$ cat src/rtl/mul_shift_add_ctrl_pkg.sv
// Shared types for the iterative RV32M multiplier.
// Op encoding matches funct3[1:0] of the M-extension multiplies.
package mul_pkg;

   typedef enum logic [1:0] {
      MUL    = 2'd0,
      MULH   = 2'd1,
      MULHSU = 2'd2,
      MULHU  = 2'd3
   } mul_op_t;

   typedef enum logic [1:0] {
      IDLE = 2'd0,
      CALC = 2'd1,
      DONE = 2'd2
   } state_t;

endpackage

$ cat src/rtl/mul_shift_add_ctrl_adder.sv
// Generic unsigned adder, carry-out discarded.
// Callers widen operands by one bit when they need the carry.
module mul_shift_add_ctrl_adder #(
   parameter int WIDTH = 33
) (
   input  logic [WIDTH-1:0] a,
   input  logic [WIDTH-1:0] b,
   output logic [WIDTH-1:0] sum
);

   assign sum = a + b;

endmodule

$ cat src/rtl/mul_shift_add_ctrl.sv
// Shift-and-add multiplier for MUL/MULH/MULHSU/MULHU.
// One adder is reused across WIDTH iterations on operand magnitudes.
module mul_shift_add_ctrl
   import mul_pkg::*;
#(
   parameter int WIDTH = 32
) (
   input  logic             clk,
   input  logic             reset,
   input  logic             flush,
   input  logic             req_valid,
   output logic             req_ready,
   input  logic [1:0]       op,
   input  logic [WIDTH-1:0] a,
   input  logic [WIDTH-1:0] b,
   output logic             resp_valid,
   input  logic             resp_ready,
   output logic [WIDTH-1:0] result,
   output logic             busy
);

   localparam int CW = $clog2(WIDTH) + 1;

   state_t           state;
   mul_op_t          op_q;
   logic [2*WIDTH-1:0] p;
   logic [WIDTH-1:0] mcand;
   logic [CW-1:0]    count;
   logic             neg;

   logic             sa, sb;
   logic [WIDTH-1:0] ma, mb;
   logic [WIDTH:0]   add_s, step;
   logic [2*WIDTH-1:0] fin;

   assign sa = (op == MULH) || (op == MULHSU);
   assign sb = (op == MULH);
   assign ma = (sa && a[WIDTH-1]) ? (~a + 1'b1) : a;
   assign mb = (sb && b[WIDTH-1]) ? (~b + 1'b1) : b;

   mul_shift_add_ctrl_adder #(
      .WIDTH(WIDTH + 1)
   ) u_add (
      .a  ({1'b0, p[2*WIDTH-1:WIDTH]}),
      .b  ({1'b0, mcand}),
      .sum(add_s)
   );

   assign step = p[0] ? add_s : {1'b0, p[2*WIDTH-1:WIDTH]};

   always_ff @(posedge clk) begin
      if (reset) begin
         state <= IDLE;
         op_q  <= MUL;
         p     <= '0;
         mcand <= '0;
         count <= '0;
         neg   <= 1'b0;
      end else if (flush) begin
         state <= IDLE;
      end else begin
         unique case (state)
            IDLE: begin
               if (req_valid) begin
                  op_q  <= mul_op_t'(op);
                  mcand <= ma;
                  p     <= {{WIDTH{1'b0}}, mb};
                  neg   <= (sa && a[WIDTH-1]) ^ (sb && b[WIDTH-1]);
                  count <= '0;
                  state <= CALC;
               end
            end
            CALC: begin
               p     <= {step, p[WIDTH-1:1]};
               count <= count + 1'b1;
               if (count == CW'(WIDTH - 1))
                  state <= DONE;
            end
            DONE: begin
               if (resp_ready)
                  state <= IDLE;
            end
            default: state <= IDLE;
         endcase
      end
   end

   assign fin        = neg ? (~p + 1'b1) : p;
   assign req_ready  = (state == IDLE) && !flush;
   assign resp_valid = (state == DONE);
   assign busy       = (state != IDLE);

   always_comb begin
      result = '0;
      if (resp_valid)
         result = (op_q == MUL) ? fin[WIDTH-1:0] : fin[2*WIDTH-1:WIDTH];
   end

endmodule

$ cat config.mk
export PLATFORM = sky130hd
export DESIGN_NAME = mul_shift_add_ctrl
export DESIGN_NICKNAME = d
export VERILOG_FILES = /design/src/rtl/mul_shift_add_ctrl_pkg.sv /design/src/rtl/mul_shift_add_ctrl_adder.sv /design/src/rtl/mul_shift_add_ctrl.sv
export SDC_FILE = /design/constraint.sdc
export NUM_CORES = 1
export LEC_CHECK = 0
export CORE_MARGIN = 10
export CORE_UTILIZATION = 30
export DETAILED_ROUTE_END_ITERATION = 8
export PLACE_DENSITY = 0.53
export SLEW_MARGIN = 20
export SYNTH_ARGS = -nofsm -noshare
export SYNTH_HDL_FRONTEND = slang
export SYNTH_SLANG_ARGS = --single-unit
$ cat constraint.sdc
create_clock -name clk -period 7.23 [get_ports clk]
set_clock_uncertainty 0.05 [all_clocks]
set_input_delay 1.8075 -clock clk [delete_from_list [all_inputs] [get_ports clk]]
set_output_delay 1.8075 -clock clk [all_outputs]
set_load 0.05 [all_outputs]
# [Word-level counts from Yosys, hierarchy flattened]
# Index checks and enable logic that the tools add are counted.
[totals] mem_count=0 mem_bits_rw=0 inputBits=71 register_bits=107 latch_bits=0 rom_bits=0
[classes] reduce_logical=13 mux=14 addsub=5 div_mod_pow=0 bitwise=5 n_lt_le_gt_ge=0 eq_ne=8 n_shift=0 mul=0
[op_table] operator="$mux 32" count=4
[op_table] operator="$mux 64" count=2
[op_table] operator="$pmux 64 s2" count=1
[op_table] operator="$add 32x1->32 const B" count=2
[op_table] operator="$add 64x1->64 const B" count=1
[op_table] operator="$not 32->32" count=2
[op_table] operator="$not 64->64" count=1
[op_table] operator="$add 32x32->33" count=1
[op_table] operator="$mux 33" count=1
[op_table] operator="$pmux 6 s2" count=1
[op_table] operator="$reduce_and 3->1" count=3
[op_table] operator="$add 6x1->6 const B" count=1
[op_table] operator="$eq 6x5->1 const B" count=1
[op_table] operator="$mux 2" count=3
[op_table] operator="$mux 6" count=1
[op_table] operator="$pmux 2 s3" count=1
[op_table] operator="$eq 2x1->1 const B" count=2
[op_table] operator="$eq 2x2->1 const B" count=2
[op_table] operator="$logic_not 2->1" count=2
[op_table] operator="$ne 2x2->1 const B" count=2
[op_table] operator="$reduce_bool 2->1" count=2
[op_table] operator="$logic_and 1x1->1" count=3
[op_table] operator="$ne 2x1->1 const B" count=1
[op_table] operator="$reduce_or 2->1" count=1
[op_table] operator="other kinds (4)" count=4

# [Depth between registers and ports, before layout]
# Gate-level depths: netlist of the first run.
[depth] word_depth=5 depth_mapped=12

# [Modules after synthesis]
# A second synthesis of the first run with hierarchy kept.
[hier_totals] cells_unflattened=1353 area_unflattened_um2=9867.0
[modules_own_cells] module="mul_shift_add_ctrl" seq_area_each_um2=2142.1 n_inst=1 area_each_um2=7937.6 cells_each=1078
[modules_own_cells] module="mul_shift_add_ctrl_adder" seq_area_each_um2=0.0 n_inst=1 area_each_um2=1929.4 cells_each=275

# [Least setup slack after synthesis of the first run]
# No wires, ideal clock.
[synth_path] path_type="reg2out" start="register p[10]" end="output result[24]" stages_incl_launch_ff=11 arrival_time_ps=3857 t_required_ps=5372 path_slack_ps=1516 cell_sequence="dfxtp_1 > or4_4 > or3_1 > buf_2 > or4_4 > buf_6 > nand3b_4 > or2_4 > o21ai_1 > xor2_1 > a211oi_1"
[synth_via] elab_chain_len=5
[synth_rtl] item="start, declared" line="mul_shift_add_ctrl.sv:26" source="logic [2*WIDTH-1:0] p;"
[synth_rtl] item="start signal, assigned" line="mul_shift_add_ctrl.sv:67" source="p <= {{WIDTH{1'b0}}, mb};"
[synth_rtl] item="start signal, assigned" line="mul_shift_add_ctrl.sv:74" source="p <= {step, p[WIDTH-1:1]};"
[synth_rtl] item="$not 64->64" line="mul_shift_add_ctrl.sv:88" source="assign fin = neg ? (~p + 1'b1) : p;"
[synth_rtl] item="$add 64x1->64" line="mul_shift_add_ctrl.sv:88"
[synth_rtl] item="$mux 64" line="mul_shift_add_ctrl.sv:88"
[synth_rtl] item="$mux 32" line="mul_shift_add_ctrl.sv:96" source="result = (op_q == MUL) ? fin[WIDTH-1:0] : fin[2*WIDTH-1:WIDTH];"
[synth_rtl] item="$mux 32" line="mul_shift_add_ctrl.sv:95" source="if (resp_valid)"
[synth_rtl] item="end, declared" line="mul_shift_add_ctrl.sv:18" source="output logic [WIDTH-1:0] result,"
# No other way between the ends.

# [Final worst setup path of the first run]
[layout_path] start="register p[0]" end="output result[19]"
# The elaborated chain is that of the path after synthesis.

==> impl_metrics.ini, run 1 <==
[outcome]
outcome = completed

[detailed_routing]
drt_iter0_drc = 947
wl_per_cell_um = 19.1
wl_um = 31700
viasPerCell = 5.51
vias = 9127
drt-pass1-iter-count = 8
drc = 0
ant_nets = 0

[worst_setup_path]
worstSetupPathType = reg2out
critPathMaxFanout = 24
cp-startpoint = p[0]
ff2ff_path_depth = 11
timing.rr.end = p[61]
end_kind = primary output
cp-start-kind = flip-flop
crit_chain = nor4_1 > nand4_1 > nor4_2 > nand2_1 > or3_1 > o31ai_1 > xor2_1 > a21oi_1 > clkdlybuf4s50_1
crit_required_ps = 5370
slowest_delay_ps = 840
r2r_start = p[32]
arrival_ps = 4790
cp_slowest_cell = clkdlybuf4s50_1
endpoint = result[19]
rrSetupSlack_ps = 3700

[synth]
syn-num-nets = 1332
synth_area_per_cell_um2 = 7.27
synth_common_cells = nor2_1, a21oi_1, dfxtp_1
synth-edff-count = 0
synth.largest_area_cell = dfxtp_1
synthTopCellsByArea = dfxtp_1, a21oi_1, xnor2_1
synth_most_common_cell = nor2_1
ys_seq_area_frac = 0.241
syn_inst = 1223
yosysUniqueCellTypes = 69
synthArstFlopShare = 0
ys_warn_count = 0
ys_seq_elements = 107
synth_area_mm2 = 0.00889
synth_top_area_share = 0.241
synth_flop_cell = dfxtp_1

[place]
pre_cts_ws_ps = 1080
placed_area_mm2 = 0.0102
dp_cells = 1639
numPortBuffers = 105
dp_hpwl_um = 24600
globalplace.congestion = 0.877

[timing]
tightest_slew_ps = 1030
rsz0062_at_grt = false
report.final.hold_viol_count = 0
setup_viol = 0
slew_headroom = 0.312
hold_ws_ps = 434
fmax_mhz = 150
fin_crit_sh = 0.920
fin_crit_ps = 6650
slew_violations = 0
setup_tns_ps = 0
layout_setup_ws_ps = 579

[clock_tree]
clk_latency_ps = 370
cts_sinks = 107
htree_num_levels = 3
ctsLongestPathBuffers = 2
post-cts-setup-buffers = 0
cts_tree = done
numCtsBuffers = 9
root_buffer = clkbuf_16
clk_pin_slew_ps = 80
ctsHoldBuffers = 0
ctsResizeCount = 0

[layout]
area_growth_pct = 17.9
regArea_mm2 = 0.00214
diodes = 0
layoutNonFillerInstCount = 1655
nets = 1375
post-route-util = 0.362
drive_gt1_frac = 0.0417
n_fill_cell = 3058
final_area_mm2 = 0.0105
multi_input_area_mm2 = 0.00634

[power_and_ir_drop]
finalPower_mw = 1.54
power_switching_uw = 506
power_frac_comb = 0.234
peakVddDrop_v = 0.000110
cellLeakagePower_nw = 3.79
seqPwrFrac = 0.425
p_int_mw = 1.04
p_per_area_mw_per_mm2 = 147
p_sw_frac = 0.328
pwr-share-clk = 0.341

[flow_run]
maxCapViolCount = 0

[hold_path]
hold_class = reg2reg

[floorplan]
die_area_mm2 = 0.0369
die_h_um = 192
fp-row-count = 62
die_w_um = 192
start_util = 0.307
core-area_mm2 = 0.0289
ioPinCount = 106

[grt]
grt_max_degree = 59
gr-usage-all-layers = 0.167
grt_pass1_wl_um = 49500
overflow = 0
antenna_found_initial = 1
grt_pass1_vias = 8695
area by class of cell:
cell class / count / share of cell area
inverters: 28 / 0.0100
well taps: 384 / 0.0458
clock buffers: 10 / 0.0218
clock inverters: 6 / 0.00680
repair buffers: 114 / 0.106
multi-input cells: 1006 / 0.605
flip-flops and latches: 107 / 0.204
state kept, by name, indices dropped and copies added (netlist names):
signal and count:
state 2, count 6, op_q 2, p 64, mcand 32, neg 1
power groups by stage:
| stage | registers, mW | logic, mW | clock network, mW |
|---|---|---|---|
| after floorplan | 0.647 | 0.251 | 0 |
| after global placement | 0.668 | 0.357 | 0 |
| after detailed placement | 0.669 | 0.358 | 0 |
| after CTS | 0.655 | 0.359 | 0.535 |
| after global routing | 0.659 | 0.400 | 0.556 |
| final | 0.655 | 0.361 | 0.525 |
worst min path at each step:
stage	startpoint	to	slack (ps)	cells after the start
global route	mcand[13]	mcand[13]	460	2
detailed placement	mcand[13]	mcand[13]	430	2
floorplan	mcand[0]	mcand[0]	380	2
finish	mcand[13]	mcand[13]	430	2
CTS	mcand[13]	mcand[13]	440	2
global placement	mcand[13]	mcand[13]	410	2
critical path, delay by kind of cell, from the launching register on:
family          cells  cell delay (ps)
xor+xnor            1              120
simple gates        5             2400
flops               1              600
buf+inv             1              840
compound gates      2              460
cell families (layout without fill, tap and decap cells):
group | count (synthesis) | in the layout | share of synthesized area
mux | 8 | 8 | 0.00985
compound gates | 417 | 417 | 0.296
buf+inv | 110 | 158 | 0.0478
xor+xnor | 136 | 136 | 0.134
fa+ha+maj | 38 | 38 | 0.0543
simple gates | 407 | 407 | 0.217
flops | 107 | 107 | 0.241
metal layers:
| metal | GRT usage | routed length, µm | up-vias |
|---|---|---|---|
| met5 | 0 | 0 | - |
| met4 | 0.0408 | 402 | 0 |
| met3 | 0.0343 | 2010 | 25 |
| met2 | 0.250 | 13600 | 257 |
| met1 | 0.238 | 15700 | 4293 |
| li1 | - | - | 4552 |
placed cells by master, fill, tap and decap left out, drive strengths merged, types with 27 or more instances in the layout:
cell type / instances
a211oi: 35
a21oi: 135
ha: 37
clkdlybuf4s50: 104
o21ai: 94
inv: 29
dfxtp: 107
xor2: 65
nor3: 34
xnor2: 71
nor2: 158
o31ai: 27
nand2: 92
Power figures use the tool's default switching activity.
==> run 2, diff against run 1 <==
--- a/config.mk
+++ b/config.mk
@@ -8,7 +8,6 @@
 export CORE_MARGIN = 10
 export CORE_UTILIZATION = 30
 export DETAILED_ROUTE_END_ITERATION = 8
-export PLACE_DENSITY = 0.53
 export SLEW_MARGIN = 20
 export SYNTH_ARGS = -nofsm -noshare
 export SYNTH_HDL_FRONTEND = slang
==> run 2 against run 1 <==
Highest routed layer unchanged. Critical path type unchanged. Setup slack improved by 210 ps. Flip-flop and latch count unchanged. Design area grew 0.33%. Largest cell class unchanged. Routed wire length is 5.4% lower.
==> impl_metrics.ini, run 2 (synthesis gave the netlist of run 1 again) <==
[detailed_routing]
drt_iter0_drc = 860
drc = 0
wl_um = 30000
ant_nets = 0
drt-pass1-iter-count = 5
vias = 9105
viasPerCell = 5.50
wl_per_cell_um = 18.1

[clock_tree]
cts_sinks = 107
htree_num_levels = 3
clk_latency_ps = 370
numCtsBuffers = 9
ctsLongestPathBuffers = 2
root_buffer = clkbuf_16
ctsResizeCount = 0
cts_tree = done
ctsHoldBuffers = 0
clk_pin_slew_ps = 90
post-cts-setup-buffers = 0

[floorplan]
core-area_mm2 = 0.0289
die_w_um = 192
die_h_um = 192
ioPinCount = 106
start_util = 0.307
die_area_mm2 = 0.0369
fp-row-count = 62

[layout]
diodes = 0
final_common_cell = nor2_1
area_growth_pct = 18.3
largest_reg_flops = 64
regMostFlops = p
final_cell_mix = nor2_1, a21oi_1, dfxtp_1
nets = 1375
top_regs = p x64, mcand x32, count x6
drive_gt1_frac = 0.0417

[timing]
setup_viol = 0
slew_violations = 0
rsz0062_at_grt = false
report.final.hold_viol_count = 0
fin_crit_sh = 0.890
fmax_mhz = 155
fin_crit_ps = 6440
tightest_slew_ps = 1050
slew_headroom = 0.300
setup_tns_ps = 0

[worst_setup_path]
r2r_start = p[32]
cp_slowest_cell = clkdlybuf4s50_1
cp-startpoint = p[0]
rrSetupSlack_ps = 3700
crit_chain = buf_4 > nor4_1 > nand4_1 > nor4_2 > nand2_1 > or3_1 > o31ai_1 > xor2_1 > a21oi_1 > clkdlybuf4s50_1
slowest_delay_ps = 850
worstSetupPathType = reg2out
cp-start-kind = flip-flop
crit_required_ps = 5370
critPathTopFamily = simple AND/OR/NAND/NOR gates
arrival_ps = 4580
cp.buffers_inverters = 2
critPathMaxFanout = 23
end_kind = primary output

[power_and_ir_drop]
p_per_area_mw_per_mm2 = 148
peakVddDrop_v = 0.000178
cellLeakagePower_nw = 3.81
finalPower_mw = 1.56

[grt]
grt_pass1_vias = 8591
antenna_found_initial = 0
gr-usage-all-layers = 0.159
grt_max_degree = 84
grt_pass1_wl_um = 47500
overflow = 0

[place]
dp_hpwl_um = 23500
globalplace.congestion = 0.918
numPortBuffers = 105

[hold_path]
hold_class = reg2reg
min_from = mcand[27]

[flow_run]
maxCapViolCount = 0

[outcome]
outcome = completed
==> run 2: cell types whose count changed in the layout (fill, tap and decap cells not counted), sizes merged <==
cell and delta:
bufinv -1, inv +2, clkinvlp -1, clkbuf -1
clkinv +1
==> run 2: final cells by class <==
type                            instances  area (µm²)
Timing Repair Buffer                  114        1110
Sequential cell                       107        2140
Clock buffer                            9         225
Inverter                               28         105
Fill cell                            3043       18400
Tap cell                              384         480
Clock inverter                          7         103
Multi-Input combinational cell       1006        6350
==> run 2: path summary, 6_finish.rpt <==
check | to | cells after the start
max reg2reg | p[61] | 11
min reg2reg | mcand[27] | 2
max | result[19] | 10
min | mcand[27] | 2
==> run 2: report_power, final <==
group | total [mW] | internal, mW | switching (mW)
clock network | 0.550 | 0.259 | 0.291
logic | 0.359 | 0.146 | 0.213
registers | 0.652 | 0.616 | 0.0367
total | 1.56 | 1.02 | 0.541
==> run 2: per-layer routing <==
metal / track usage / wire length, µm / vias up
met5: 0 / 0 / -
met4: 0.0447 / 483 / 0
met3: 0.0274 / 2080 / 29
met2: 0.242 / 12900 / 274
met1: 0.224 / 14500 / 4237
li1: - / - / 4565
==> run 2: worst reg2reg max path, cell delays in order (launching register included) <==
cell and delay (ps):
dfxtp_1 450, ha_1 250, inv_1 70, fa_1 410, nor2b_1 180, o31a_1 200
o21ai_0 150, a211oi_1 410, o21ai_0 330, o31ai_1 360, mux2_2 370, a211oi_1 210
==> run 2: metrics by stage <==
stage	instance area, µm²	worst slack [ps]	hold slack [ps]	instances	util
after floorplan	8890	1520	379	1223	-
after global placement	10200	1360	392	1639	0.352
after detailed placement	10200	1260	409	1639	0.352
after CTS	10500	861	429	1655	0.363
after global routing	10500	438	456	1655	0.363
final	10500	792	421	1655	0.363
